$ cat src/rtl/mult_share_sched.sv
// Round-robin scheduler that time-shares one 4x4 multiplier core between NREQ requesters.
// Optional MULT_SHARE_SELFCHK_EN adds chk_err, a sticky flag for a core/reference product mismatch.

module mult4x4_core (
   input  logic [3:0] x,
   input  logic [3:0] y,
   output logic [7:0] o
);
   logic [7:0] w_pp [4];

   always_comb begin
      for (int i = 0; i < 4; i++) begin
         w_pp[i] = {4'b0000, x & {4{y[i]}}} << i;
      end
      o = w_pp[0] + w_pp[1] + w_pp[2] + w_pp[3];
   end
endmodule

// state | meaning
// IDLE  | arbitrate; accept the round-robin winner at the edge
// CALC  | op regs drive the core; capture its product
// RESP  | hold rsp_valid/rsp_prod/rsp_id until rsp_ready
module mult_share_sched #(
   parameter int NREQ = 4,
   parameter int IDW  = 2
) (
   input  logic              clk,
   input  logic              rst_n,
   input  logic [NREQ-1:0]   req_valid,
   input  logic [4*NREQ-1:0] req_x,
   input  logic [4*NREQ-1:0] req_y,
   output logic [NREQ-1:0]   req_ready,
   output logic              rsp_valid,
   output logic [IDW-1:0]    rsp_id,
   output logic [7:0]        rsp_prod,
   input  logic              rsp_ready,
`ifdef MULT_SHARE_SELFCHK_EN
   output logic              chk_err,
`endif
   output logic              busy
);
   typedef enum logic [1:0] {IDLE, CALC, RESP} state_t;

   localparam logic [IDW:0]   NREQ_W = (IDW+1)'(NREQ);
   localparam logic [IDW-1:0] LAST   = IDW'(NREQ - 1);

   state_t           r_state;
   logic [IDW-1:0]   r_rr_ptr;
   logic [3:0]       r_op_x;
   logic [3:0]       r_op_y;
   logic [IDW-1:0]   r_id;
   logic [7:0]       r_rsp_prod;
   logic [IDW-1:0]   r_rsp_id;
   logic             r_rsp_valid;
   logic             r_busy;

   logic [NREQ-1:0]  w_grant_oh;
   logic [IDW-1:0]   w_grant_idx;
   logic             w_any;
   logic [IDW:0]     w_scan;
   logic [IDW-1:0]   w_next_ptr;
   logic [7:0]       w_core_o;

   // Scan rr_ptr, rr_ptr+1, ... modulo NREQ; first valid requester wins.
   always_comb begin
      w_grant_oh  = '0;
      w_grant_idx = '0;
      w_any       = 1'b0;
      w_scan      = '0;
      for (int k = 0; k < NREQ; k++) begin
         w_scan = {1'b0, r_rr_ptr} + (IDW+1)'(k);
         if (w_scan >= NREQ_W) begin
            w_scan = w_scan - NREQ_W;
         end
         if (!w_any && req_valid[w_scan[IDW-1:0]]) begin
            w_any                       = 1'b1;
            w_grant_idx                 = w_scan[IDW-1:0];
            w_grant_oh[w_scan[IDW-1:0]] = 1'b1;
         end
      end
   end

   assign w_next_ptr = (w_grant_idx == LAST) ? '0 : w_grant_idx + 1'b1;
   assign req_ready  = (r_state == IDLE) ? w_grant_oh : '0;

   mult4x4_core u_core (
      .x (r_op_x),
      .y (r_op_y),
      .o (w_core_o)
   );

   always_ff @(posedge clk or negedge rst_n) begin
      if (!rst_n) begin
         r_state     <= IDLE;
         r_rr_ptr    <= '0;
         r_op_x      <= '0;
         r_op_y      <= '0;
         r_id        <= '0;
         r_rsp_prod  <= '0;
         r_rsp_id    <= '0;
         r_rsp_valid <= 1'b0;
         r_busy      <= 1'b0;
      end else begin
         case (r_state)
            IDLE: begin
               if (w_any) begin
                  r_op_x   <= req_x[4*w_grant_idx +: 4];
                  r_op_y   <= req_y[4*w_grant_idx +: 4];
                  r_id     <= w_grant_idx;
                  r_rr_ptr <= w_next_ptr;
                  r_busy   <= 1'b1;
                  r_state  <= CALC;
               end
            end
            CALC: begin
               r_rsp_prod  <= w_core_o;
               r_rsp_id    <= r_id;
               r_rsp_valid <= 1'b1;
               r_state     <= RESP;
            end
            RESP: begin
               if (rsp_ready) begin
                  r_rsp_valid <= 1'b0;
                  r_busy      <= 1'b0;
                  r_state     <= IDLE;
               end
            end
            default: begin
               r_rsp_valid <= 1'b0;
               r_busy      <= 1'b0;
               r_state     <= IDLE;
            end
         endcase
      end
   end

   assign rsp_valid = r_rsp_valid;
   assign rsp_id    = r_rsp_id;
   assign rsp_prod  = r_rsp_prod;
   assign busy      = r_busy;

`ifdef MULT_SHARE_SELFCHK_EN
   logic       r_chk_err;
   logic [7:0] w_ref;

   assign w_ref = {4'b0000, r_op_x} * {4'b0000, r_op_y};

   always_ff @(posedge clk or negedge rst_n) begin
      if (!rst_n) begin
         r_chk_err <= 1'b0;
      end else if (r_state == CALC && w_core_o != w_ref) begin
         r_chk_err <= 1'b1;
      end
   end

   assign chk_err = r_chk_err;
`endif
endmodule
$ cat config.mk
export PLATFORM = sky130hd
export DESIGN_NAME = mult_share_sched
export DESIGN_NICKNAME = d
export VERILOG_FILES = /design/src/rtl/mult_share_sched.sv
export SDC_FILE = /design/constraint.sdc
export NUM_CORES = 1
export LEC_CHECK = 0
export ABC_AREA = 1
export BUFFER_PORTS_ARGS = -buffer_cell sky130_fd_sc_hd__buf_2
export CORE_MARGIN = 2
export CORE_UTILIZATION = 50
export DETAILED_ROUTE_END_ITERATION = 16
export GPL_ROUTABILITY_DRIVEN = 0
export PLACE_DENSITY_LB_ADDON = 0.2
export SLEW_MARGIN = 20
export SYNTH_ARGS = -nofsm -noshare
export SYNTH_HDL_FRONTEND = slang
export SYNTH_HIERARCHICAL = 1
export SYNTH_SLANG_ARGS = --single-unit
$ cat constraint.sdc
create_clock -name clk -period 4.8 [get_ports clk]
set_clock_uncertainty 0.15 [all_clocks]
set_input_delay 0.96 -clock clk [delete_from_list [all_inputs] [get_ports clk]]
set_output_delay 0.96 -clock clk [all_outputs]
set_load 0.02 [all_outputs]
### After elaboration in Yosys (flattened, before gate mapping)

Index checks and enable logic that the tools add are counted.

* reductions and logical operators: 15
* eq/ne operators: 5
* multiplexer cells: 41
* bitwise gates (word level): 9
* $lt $le $gt $ge: 12
* add/subtract/negate cells: 11
* shift-type cells: 2

Operators with widths (number)
* variable part select 16 x 5 -> 4 bit: 2
* two-way mux 2 bit: 11
* two-way mux 4 bit: 5
* bitwise AND 4 bit: 4
* two-way mux 1 bit: 14
* less-than comparator 2 x 3 -> 1 bit (second input constant): 4
* OR 4 bit: 3
* >= comparator 3 bit (second input constant): 3
* adder 8 x 6 -> 8 bit: 1
* adder 8 x 7 -> 8 bit: 1
* binary-select mux 1 bit (select 2 bit): 4
* demux 1 bit (select 2 bit): 4
* >= comparator 2 x 1 -> 1 bit (second input constant): 4
* subtractor 2 x 1 -> 2 bit (second input constant): 4
* logical AND 1 bit: 7
* adder 2 x 2 -> 3 bit (second input constant): 2
* adder 4 x 5 -> 6 bit: 1
* one-hot mux 1 bit (3 select lines): 2
* one-hot mux 2 bit (3 select lines): 1
* AND reduction 2 bit: 3
* equality test 2 bit (second input constant): 2
* inequality test 2 bit (second input constant): 2
* adder 2 x 1 -> 3 bit (second input constant): 1
* >= comparator 2 x 3 -> 1 bit (second input constant): 1
* other kinds (6): 9

* word-level logic and storage cells: 104
* output and inout port bits: 16
* input port bits: 39
* register bits: 26

### Longest topological paths before layout

* word-level depth: 16
* gate-level depth with buffers: 17
* gate-level depth less buffers: 16

### Hierarchy

The synthesis kept the hierarchy.

By module, submodules not included
* mult_share_sched: cells each 237, area each 1806.7 um^2, times used 1, seq. area each 650.6 um^2
* mult4x4_core: cells each 66, area each 432.9 um^2, times used 1, seq. area each 0.0 um^2

### Least setup slack after synthesis

Ideal clock, no wire load.

* kind: reg-to-reg
* from: register r_op_y[3]
* to: register r_rsp_prod[7], in the netlist rsp_prod[7]
* stages on the path, launching flop included: 14
* setup time: 125 ps
* arrival: 2725 ps
* path buffers: 0
* slack: 1801 ps
* required time: 4525 ps
* clock period less this slack: 2999 ps
* path through: dfrtp_1 nand2_1 inv_1 fa_1 inv_1 fa_1 inv_1 ha_1 fa_1 nand2_1 nand3_1 nand3_1 nand2_1 mux2_2

* word-level cells in the longest chain between the ends: 2

Ends and longest elaborated chain
* start, declared: line 50 `logic [3:0] r_op_y;`
* start signal, assigned: line 108 `r_op_y <= req_y[4*w_grant_idx +: 4];`
* bitwise AND 4 bit: line 13 `w_pp[i] = {4'b0000, x & {4{y[i]}}} << i;`
* adder 8 x 7 -> 8 bit: line 15 `o = w_pp[0] + w_pp[1] + w_pp[2] + w_pp[3];`
* via w_core_o[7]: line 62 `logic [7:0] w_core_o;`
* end signal, assigned: line 116 `r_rsp_prod <= w_core_o;`
* end, declared: line 52 `logic [7:0] r_rsp_prod;`

The timed path passes the listed nets, and every way through them passes these cells.
A chain may end at the register's enable or synchronous reset.

### Worst setup path after layout

* from: register r_rr_ptr[1]
* to: output req_ready[2]

* word-level cells in the longest chain between the ends: 15
* elaborated cells on any way between the ends: 60
* classes of those cells: add/sub: 7; order compare: 12; mux: 28; bitwise: 3; reduce/logical: 10

Ends and longest elaborated chain
* start, declared: line 48 `logic [IDW-1:0] r_rr_ptr;`
* start signal, assigned: line 110 `r_rr_ptr <= w_next_ptr;`
* branches (longest 13 deep; another with adder 2 x 1 -> 3 bit)
* two-way mux 4 bit *: line 75 `if (!w_any && req_valid[w_scan[IDW-1:0]]) begin`
* two-way mux 4 bit *: line 84 `assign req_ready = (r_state == IDLE) ? w_grant_oh : '0;`
* end, declared: line 32 `output logic [NREQ-1:0] req_ready,`

Every way passes the cells marked *. The select of a mux whose other input is x is not followed.

==> qor.yml <==
status:
  status: "completed"
synthesis:
  ys_types: 32
  async_flop_share_pct: 100
  netlist_area_sq_um: 2240
  synth_edf_count: 0
  yosys-top-cells-count: "nand2_1 (79), inv_1 (57), nand3_1 (39)"
  yosys.cell_count.top_type: "nand2_1"
  synthCells: 303
  syn_avg_cell_area_sq_um: 7.39
  yosysWarnings: 6
  ys_ff_latch: 26
  yosysTopAreaCell: "dfrtp_1"
  synth_flop_cell: "dfrtp_1"
  synthesis.nets: 364
  synth_largest_type_area_fraction_pct: 29.1
  seq_area_frac_synth_pct: 29.1
  netlist_top_cells_area: "dfrtp_1 (29%), nand2_1 (13%), inv_1 (9.6%)"
cts:
  cts_made_buffers: 3
  root_buffer: "clkbuf_8"
  cts_setup_buffers: 0
  insertion_delay_ps: 270
  ctsResizeCount: 0
  hold_buffers: 0
  cts_tree: "done"
  path_clk_slew_ps: 90
  clock_path_buffers: 2
  cts-htree-levels: 1
  clkSinkCount: 26
die:
  rows: 24
  core_area_sq_um: 4320
  io_pins: 55
  die_x_um: 70.9
  die_y_um: 70.9
  initial_core_util_pct: 51.8
  die_area_sq_um: 5030
sta:
  worst_pin_slew_ps: 564
  post-route-period-util_pct: 75.4
  clock.fmax_ghz: 0.276
  fin_crit_ps: 3620
  setup_violations: 0
  layout_setup_ws_ps: 1180
  finalSetupTns_ps: 0
  slew_headroom_pct: 62.4
  slew_viol_final: 0
  rsz0062_at_grt: "false"
  hold_viol: 0
placement:
  port_buffers: 54
  place_ws_ps: 1470
  hpwl_um: 3420
layout:
  antenna_cells: 0
  syn_to_final_growth_pct: 15.7
  drive_above_1_share_pct: 25.0
  final_nets: 418
setup_path:
  reg2reg_from: "r_op_y[3]"
  reg2reg_depth: 13
  cp-start-kind: "flip-flop"
  r2r-end: "rsp_prod[7]"
  cp_data_arrival_time_ps: 2510
  worstSetupStartpoint: "r_rr_ptr[1]"
  ff2ff_setup_slack_ps: 1640
  path_max_fanout: 8
  required_ps: 3690
  worstSetupPathType: "reg2out"
  setup.worst_path.end_class: "primary output"
detailed_routing:
  dr.pass1.iters: 4
  drt-vias-per-instance: 4.75
  wl_per_cell_um: 10.5
  wl_met3_um: 185
  vias: 1937
  wl_met1_um: 2230
  wl_met2_um: 1820
  final_antenna_net_count: 0
  wl_um: 4290
  drcViolationCount: 0
  top_layer_used: "met4"
  drt-initial-drc-count: 71
run:
  max-cap-violations: 0
power:
  leakagePower_nw: 1.58
  power.density_nw_per_um2: 764
  ir_drop_uv: 419
global_route:
  grt_max_degree: 32
  antenna_found_initial: 0
  globalRouteOverflowTotal: 0
  grt_pass1_vias: 1725
  grt_pass1_wl_um: 7450
  globalRouteTotalUtil_pct: 18.0
worst_hold_path:
  hold_path_depth: 1
  hp-class: "reg2reg"
  min_to: "rsp_prod[3]"
  hold_path.startpoint: "rsp_prod[3]"
report_power, final:
group / internal (W) / switching [W]
sequential: 0.000330 / 0.0000981
combinational: 0.000515 / 0.000897
clock: 0.0000734 / 0.0000672
area by class of cell:
class                      instances  area (sq um)
clock buffer                       4          55.1
multi-input combinational        211          1320
tap                               52          65.1
fill                             397          1730
sequential                        26           651
timing repair buffer              54           270
inverter                          61           229
per-layer routing:
layer,vias to the layer above,global-route usage [%]
li1,1052,-
met1,832,26.6
met2,49,27.8
met3,4,1.85
met4,0,5.66
met5,-,0
per-stage QoR:
stage	utilization (%)	hold slack [ps]	total power (W)	instances	instance area, sq um
final	59.9	352	0.00198	408	2590
after global routing	59.9	373	0.00222	408	2590
after CTS	59.9	361	0.00200	408	2590
after detailed placement	58.7	340	0.00184	404	2540
after global placement	58.7	320	0.00182	404	2540
after floorplan	-	310	0.00162	303	2240
layout by cell type, fill, tap and decap left out, types with 2 or more instances in the layout:
master    instances
or2_1            10
a21oi_1           4
a31oi_1           4
ha_1             17
inv_1            57
nand3_1          39
mux2_2            9
dfrtp_1          26
nor2_1            6
nand2_2           7
clkbuf_8          4
nand2_1          79
nand4_1           3
buf_2            54
nand3_2           2
o21ai_1           2
o21ai_0          10
fa_1              5
nand2_4           4
inv_2             4
flip-flops by register name, summed over array words and instances, names as in the netlist:
register	flops
r_state	2
r_id	2
rsp_id	2
rsp_valid	1
r_rr_ptr	2
busy	1
r_op_y	4
r_op_x	4
rsp_prod	8
how the worst max path moves through the flow:
stage	end	slack, ps	cells past startpoint
after floorplan	rsp_prod[7]	1800	13
after global placement	req_ready[2]	1510	13
after detailed placement	req_ready[3]	1470	13
after CTS	req_ready[3]	1170	13
after global routing	req_ready[2]	920	12
final	req_ready[2]	1180	13
cell families after synthesis:
group                      count (synthesis)  synth area share [%]
and+or+nand+nor                          156                  34.5
AOI/OAI and AO/OA                         23                  5.64
buffers and inverters                     66                  12.0
muxes                                      9                  4.53
xor gates and xnor gates                   1                 0.391
adders and majority gates                 22                  14.0
DFF                                       26                  29.1
worst max-delay path, cell delays in order (launching register included):
cell     delay (ps)
dfrtp_1         550
inv_1           220
ha_1            370
inv_1           100
nand3_1          80
nand2_1          90
inv_2            70
nand2_2         150
o22ai_1          80
a31oi_1         160
o21ai_0         110
nand2_1          70
inv_1            30
buf_2           140
(Power assumes the default switching activity.)
